===== src/rtl/core_mem_pkg.sv =====
// Shared types for the core memory arbiter: FSM state encoding and the
// data-grant streak counter width.
package core_mem_pkg;

   typedef enum logic [1:0] {
      ARB_IDLE,
      ARB_IF_WAIT,
      ARB_DM_WAIT
   } arb_state_t;

   localparam int STREAK_W = 4;

endpackage


===== src/rtl/core_mem_arbiter.sv =====
// Arbitrates the single-port backing memory between instruction fetch and
// the memory stage, with a bounded data-priority streak and fetch squashing.
module core_mem_arbiter
   import core_mem_pkg::*;
#(
   parameter int ADDR_W          = 32,
   parameter int DATA_W          = 32,
   parameter int MAX_DATA_STREAK = 4
) (
   input  logic              clk,
   input  logic              reset,
   input  logic              if_req,
   input  logic [ADDR_W-1:0] if_addr,
   input  logic              flush_f,
   output logic [DATA_W-1:0] if_rdata,
   output logic              if_stall,
   input  logic              dm_req,
   input  logic              dm_we,
   input  logic [ADDR_W-1:0] dm_addr,
   input  logic [DATA_W-1:0] dm_wdata,
   output logic [DATA_W-1:0] dm_rdata,
   output logic              dm_stall,
   output logic              mem_req,
   output logic              mem_we,
   output logic [ADDR_W-1:0] mem_addr,
   output logic [DATA_W-1:0] mem_wdata,
   input  logic              mem_ack,
   input  logic [DATA_W-1:0] mem_rdata
);

   localparam logic [STREAK_W-1:0] MAX_STREAK = STREAK_W'(MAX_DATA_STREAK);

   arb_state_t          state_reg;
   logic [STREAK_W-1:0] streak_reg;
   logic                squash_reg;
   logic                grant_dm;
   logic                grant_if;

   // Data wins a tie until it has taken MAX_DATA_STREAK grants in a row
   // while a fetch was waiting.
   always_comb begin
      grant_dm = dm_req & (~if_req | (streak_reg < MAX_STREAK));
      grant_if = if_req & ~grant_dm;
   end

   always_ff @(posedge clk or negedge reset) begin
      if (!reset) begin
         state_reg  <= ARB_IDLE;
         mem_req    <= 1'b0;
         mem_we     <= 1'b0;
         mem_addr   <= '0;
         mem_wdata  <= '0;
         streak_reg <= '0;
         squash_reg <= 1'b0;
      end else begin
         case (state_reg)
            ARB_IDLE: begin
               if (grant_dm) begin
                  mem_req   <= 1'b1;
                  mem_we    <= dm_we;
                  mem_addr  <= dm_addr;
                  mem_wdata <= dm_wdata;
                  state_reg <= ARB_DM_WAIT;
                  if (if_req)
                     streak_reg <= (streak_reg == '1) ? streak_reg : streak_reg + 1'b1;
                  else
                     streak_reg <= '0;
               end else if (grant_if) begin
                  mem_req    <= 1'b1;
                  mem_we     <= 1'b0;
                  mem_addr   <= if_addr;
                  state_reg  <= ARB_IF_WAIT;
                  streak_reg <= '0;
               end
            end
            ARB_IF_WAIT: begin
               // A redirect during the fetch poisons its response; the bus
               // access itself still runs to completion.
               if (flush_f)
                  squash_reg <= 1'b1;
               if (mem_ack) begin
                  mem_req    <= 1'b0;
                  squash_reg <= 1'b0;
                  state_reg  <= ARB_IDLE;
               end
            end
            ARB_DM_WAIT: begin
               if (mem_ack) begin
                  mem_req   <= 1'b0;
                  state_reg <= ARB_IDLE;
               end
            end
            default: begin
               mem_req   <= 1'b0;
               state_reg <= ARB_IDLE;
            end
         endcase
      end
   end

   assign if_rdata = mem_rdata;
   assign dm_rdata = mem_rdata;

   assign dm_stall = dm_req & ~((state_reg == ARB_DM_WAIT) & mem_ack);
   assign if_stall = if_req & ~((state_reg == ARB_IF_WAIT) & mem_ack & ~squash_reg & ~flush_f);

endmodule


===== config.mk =====
export PLATFORM = sky130hd
export DESIGN_NAME = core_mem_arbiter
export DESIGN_NICKNAME = d
export VERILOG_FILES = /design/src/rtl/core_mem_pkg.sv /design/src/rtl/core_mem_arbiter.sv
export SDC_FILE = /design/constraint.sdc
export NUM_CORES = 1
export LEC_CHECK = 0
export CORE_UTILIZATION = 32
export CTS_CLUSTER_DIAMETER = 80
export DETAILED_ROUTE_END_ITERATION = 10
export GPL_ROUTABILITY_DRIVEN = 0
export MAX_ROUTING_LAYER = met4
export PLACE_DENSITY_LB_ADDON = 0.12
export SYNTH_ARGS = -nofsm -noshare
export SYNTH_HDL_FRONTEND = slang
export SYNTH_SLANG_ARGS = --single-unit

===== constraint.sdc =====
create_clock -name clk -period 1.7 [get_ports clk]
set_input_delay 0.34 -clock clk [delete_from_list [all_inputs] [get_ports clk]]
set_output_delay 0.34 -clock clk [all_outputs]
set_load 0.02 [all_outputs]

After elaboration in Yosys (flattened, before gate mapping):

Index checks and enable logic that the tools add are counted.

* $add $sub $neg: 1
* $lt $le $gt $ge: 1
* eq/ne operators: 6
* mux-type cells: 18
* bitwise gates (word level): 15
* reduce and logical (&&, ||, !) cells: 9

Operators by type and width (count)
* $mux W32: 2
* $mux W4: 4
* $and A1 B1 Y1: 8
* $reduce_and A2 Y1: 4
* $mux W1: 7
* $mux W2: 3
* $ne A3 B3 Y1 const B: 2
* $not A1 Y1: 6
* $add A4 B1 Y4 const B: 1
* $eq A4 B4 Y1 const B: 1
* $lt A4 B3 Y1 const B: 1
* $pmux W2 S2: 1
* $reduce_bool A2 Y1: 2
* $reduce_and A3 Y1: 1
* $eq A2 B1 Y1 const B: 1
* $eq A2 B2 Y1 const B: 1
* $logic_not A2 Y1: 1
* $ne A2 B1 Y1 const B: 1
* $pmux W1 S2: 1
* $reduce_or A2 Y1: 1
* $or A1 B1 Y1: 1

* register bits: 73
* input port bits: 135
* output and inout port bits: 132

Longest topological paths before layout:

* depth in word-level cells: 8
* gate-level depth with buffers: 8
* gate-level depth less buffers: 5

Worst setup path after synthesis:

No wires, ideal clock.

* path kind: reg-to-reg
* from: register state_reg[0]
* to: register mem_wdata[10]
* library setup time: 125 ps
* arrival time: 1505 ps
* required time: 1575 ps
* slack: 69 ps
* stages on the path, launching flop included: 9
* cell sequence: dfrtp_1 -> inv_1 -> ha_1 -> buf_2 -> nand2_1 -> nor2b_4 -> buf_6 -> buf_12 -> mux2_4

* longest elaborated chain between the ends: 2

RTL lines
* start: declaration: RTL line core_mem_arbiter.sv:33 `arb_state_t state_reg;`
* start signal: assignment: RTL line core_mem_arbiter.sv:48 `state_reg <= ARB_IDLE;`
* start signal: assignment: RTL line core_mem_arbiter.sv:63 `state_reg <= ARB_DM_WAIT;`
* start signal: assignment: RTL line core_mem_arbiter.sv:72 `state_reg <= ARB_IF_WAIT;`
* $logic_not A2 Y1: RTL line core_mem_arbiter.sv:56 `case (state_reg)`
* $reduce_and A2 Y1 (no source line)
* end signal: assignment: RTL line core_mem_arbiter.sv:62 `mem_wdata <= dm_wdata;`
* end: declaration: RTL line core_mem_arbiter.sv:26 `output logic [DATA_W-1:0] mem_wdata,`

Every way passes these cells.
A chain may end at the register's enable or synchronous reset.

Final worst setup path:

* from: register state_reg[1]
* to: output if_stall

* longest elaborated chain between the ends: 6

RTL lines
* $eq A2 B1 Y1: RTL line core_mem_arbiter.sv:105 `assign if_stall = if_req & ~((state_reg == ARB_IF_WAIT) & mem_ack & ~squash_reg & ~flush_f);`
* $and A1 B1 Y1 (3 in series): RTL line core_mem_arbiter.sv:105
* $not A1 Y1: RTL line core_mem_arbiter.sv:105
* $and A1 B1 Y1: RTL line core_mem_arbiter.sv:105
* end: declaration: RTL line core_mem_arbiter.sv:16 `output logic if_stall,`

Every way passes these cells.

==> results.sh <==
export IMPL_grt_antenna_before_repair=0
export IMPL_post_place_ws_ns=-0.3117
export IMPL_power_mw=10.58
export IMPL_path_clk_slew_ns=0.06
export IMPL_ys_warn_count=0
export IMPL_finalCritPeriodShare_pct=101.5
export IMPL_crit_path_end_kind="primary output"
export IMPL_drt_total_wl_mm=10.47
export IMPL_vias=3047
export IMPL_dpl_hpwl_mm=7.376
export IMPL_cp_cell_sequence="inv_2 -> ha_4 -> nand2_2 -> o31a_1 -> buf_6"
export IMPL_drtAntennaViolNets=0
export IMPL_reg2reg_to="mem_wdata[1]"
export IMPL_ys_seq_area_share_pct=46.85
export IMPL_layout_common_cells="clkdlybuf4s50_1, dfrtp_1, nand2_1"
export IMPL_worst_setup_path_type="flop to primary output"
export IMPL_synth_nets=501
export IMPL_critPathMaxStageDelay_ns=0.39
export IMPL_htreeDepth=3
export IMPL_drc=0
export IMPL_drive_gt1_share_pct=17.60
export IMPL_final_hold_viol_count=0
export IMPL_p_leak_nw=2.433
export IMPL_netlist_area_um2=3899
export IMPL_synth_top_area_cell="dfrtp_1"
export IMPL_nNetsFinal=617
export IMPL_layout_area_seq_um2=1828
export IMPL_final_core_util_pct=48.93
export IMPL_synth_cell_type_count=28
export IMPL_start_util_pct=33.43
export IMPL_io_pins=267
export IMPL_firstDrtPassIters=4
export IMPL_die_area_um2=12630
export IMPL_vdd_drop_max_uv=870.9
export IMPL_synth_area_leaders="dfrtp_1, buf_4, mux2_4"
export IMPL_max_freq_ghz=0.5796
export IMPL_slew_violations=0
export IMPL_rows=39
export IMPL_violations="setup timing"
export IMPL_n_antenna_cell=0
export IMPL_outcome="finished with violations"
export IMPL_cts_root_buf="clkbuf_16"
export IMPL_cts_sinks=73
export IMPL_tns_ns=-0.02527
export IMPL_cap_violations=0
export IMPL_power_density_nw_per_um2=1853
export IMPL_port_buffers=170
export IMPL_vias_per_cell=4.867
export IMPL_holdWs_ns=0.3635
export IMPL_synth_edff_count=0
export IMPL_cts_buffer_depth=2
export IMPL_startpoint="state_reg[1]"
export IMPL_track_usage_pct=17.46
export IMPL_hold_depth=3
export IMPL_cp_max_fo=2
export IMPL_multi_input_area_um2=1438
export IMPL_clk_latency_ns=0.33
export IMPL_required_ns=1.36
export IMPL_cp_num_buf_inv=2
export IMPL_cts_buffers=9
export IMPL_r2r_start="state_reg[0]"
export IMPL_grt_pass1_wl_mm=16.52
export IMPL_setup_slack_ns=-0.02527
export IMPL_arrival_ns=1.39
export IMPL_synth_seq_cells=73
export IMPL_hp_class="primary input to flop"
export IMPL_netlist_instances=362
export IMPL_critical_path_top_delay_family="flip-flops"
export IMPL_synthArstFlopShare_pct=100.0
export IMPL_core_um2=11660
export IMPL_num_fill_cells=1076
export IMPL_post_drt_wl_per_cell_um=16.72
export IMPL_critPathSlowestCell="dfrtp_1"
export IMPL_grt_overflow=0
export IMPL_cp_endpoint="if_stall"
export IMPL_slew_headroom_pct=76.30
export IMPL_cp_depth=5
export IMPL_final_common_cell="clkdlybuf4s50_1"
export IMPL_setup_violations=1
export IMPL_finClkSkew_ns=0.005342
export IMPL_grt_pass1_vias=3117
export IMPL_worstMarginPinSlew_ns=0.3555
export IMPL_drtIter0Drc=105
export IMPL_crit_path_start_kind="flop"
export IMPL_reg2regPathDepth=6
export IMPL_rrSetupSlack_ns=0.07
export IMPL_ys_flop_type="dfrtp_1"
export IMPL_area_growth_pct=46.37
export IMPL_grt_max_degree=27
export IMPL_die_w_um=112.4
export IMPL_synth_area_per_cell_um2=10.77
export IMPL_fin_crit_ns=1.725
export IMPL_grt_setup_unrepaired="yes"
export IMPL_die_h_um=112.4
export IMPL_synth_top_area_share_pct=46.85
export IMPL_cts_tree="yes"
routing by layer:
metal	track usage, %	share of wire (%)
met1	21.62	45
met2	27.20	47
met3	4.374	6.3
met4	7.289	1.7
met5	-	0
per-stage QoR:
| step | cells | area [um^2] |
|---|---|---|
| 2_1_floorplan | 362 | 3899 |
| 3_3_place_gp | 608 | 5379 |
| 3_5_place_dp | 608 | 5379 |
| 4_1_cts | 625 | 5653 |
| 5_1_grt | 626 | 5707 |
| 6_report | 626 | 5707 |
tightest hold or removal path, cell delays in order:
cell and delay, ns:
buf_2 0.13, nand2_2 0.11, o41ai_1 0.07
cell families (layout without fill, tap and decap cells):
| kind of cell | Yosys count | count (layout) | synth area share, % |
|---|---|---|---|
| DFF | 73 | 73 | 46.85 |
| adders and majority gates | 4 | 4 | 1.284 |
| and+or+nand+nor | 113 | 113 | 13.51 |
| AOI/OAI and AO/OA | 47 | 47 | 9.114 |
| buffers and inverters | 93 | 214 | 17.11 |
| muxes | 32 | 32 | 12.13 |
how the worst min path moves through the flow:
stage                          to  startpoint
floorplan             mem_addr[0]       reset
global placement    mem_wdata[19]       reset
detailed placement  mem_wdata[19]       reset
CTS                 streak_reg[2]      dm_req
global route        streak_reg[2]      dm_req
finish              streak_reg[2]      dm_req
timing repair:
item	in CTS	in global routing
setup buffers	0	1
cloned	0	0
hold endpoints to repair	23	0
hold buffers	1	0
pin swaps	0	1
resized for setup	8	17
setup endpoints to repair	2	49
Yosys cell counts, types with 2 or more instances:
| cell type | n |
|---|---|
| a21o_1 | 2 |
| ha_1 | 4 |
| and2_1 | 3 |
| buf_12 | 3 |
| a21oi_1 | 2 |
| nor2_1 | 3 |
| nand2_1 | 72 |
| buf_2 | 11 |
| inv_1 | 2 |
| o211ai_1 | 32 |
| o21ai_1 | 3 |
| buf_4 | 66 |
| dfrtp_1 | 73 |
| mux2_1 | 2 |
| mux2_4 | 30 |
| nand4_1 | 33 |
| a22o_1 | 2 |
| clkbuf_1 | 9 |
cell type report:
class                      instances  area share, %
timing repair buffer             196          34.71
clock inverter                     5         0.5481
sequential                        73          32.03
inverter                           2         0.1316
tap                              143          3.135
clock buffer                      11          4.253
multi-input combinational        196          25.19
report_power, final:
group | internal, mW | switching (mW)
Sequential | 2.61 | 0.475
Clock | 1.02 | 0.730
Combinational | 2.99 | 2.75
Total | 6.62 | 3.96
No activity file was read; power rests on OpenSTA's default activity.
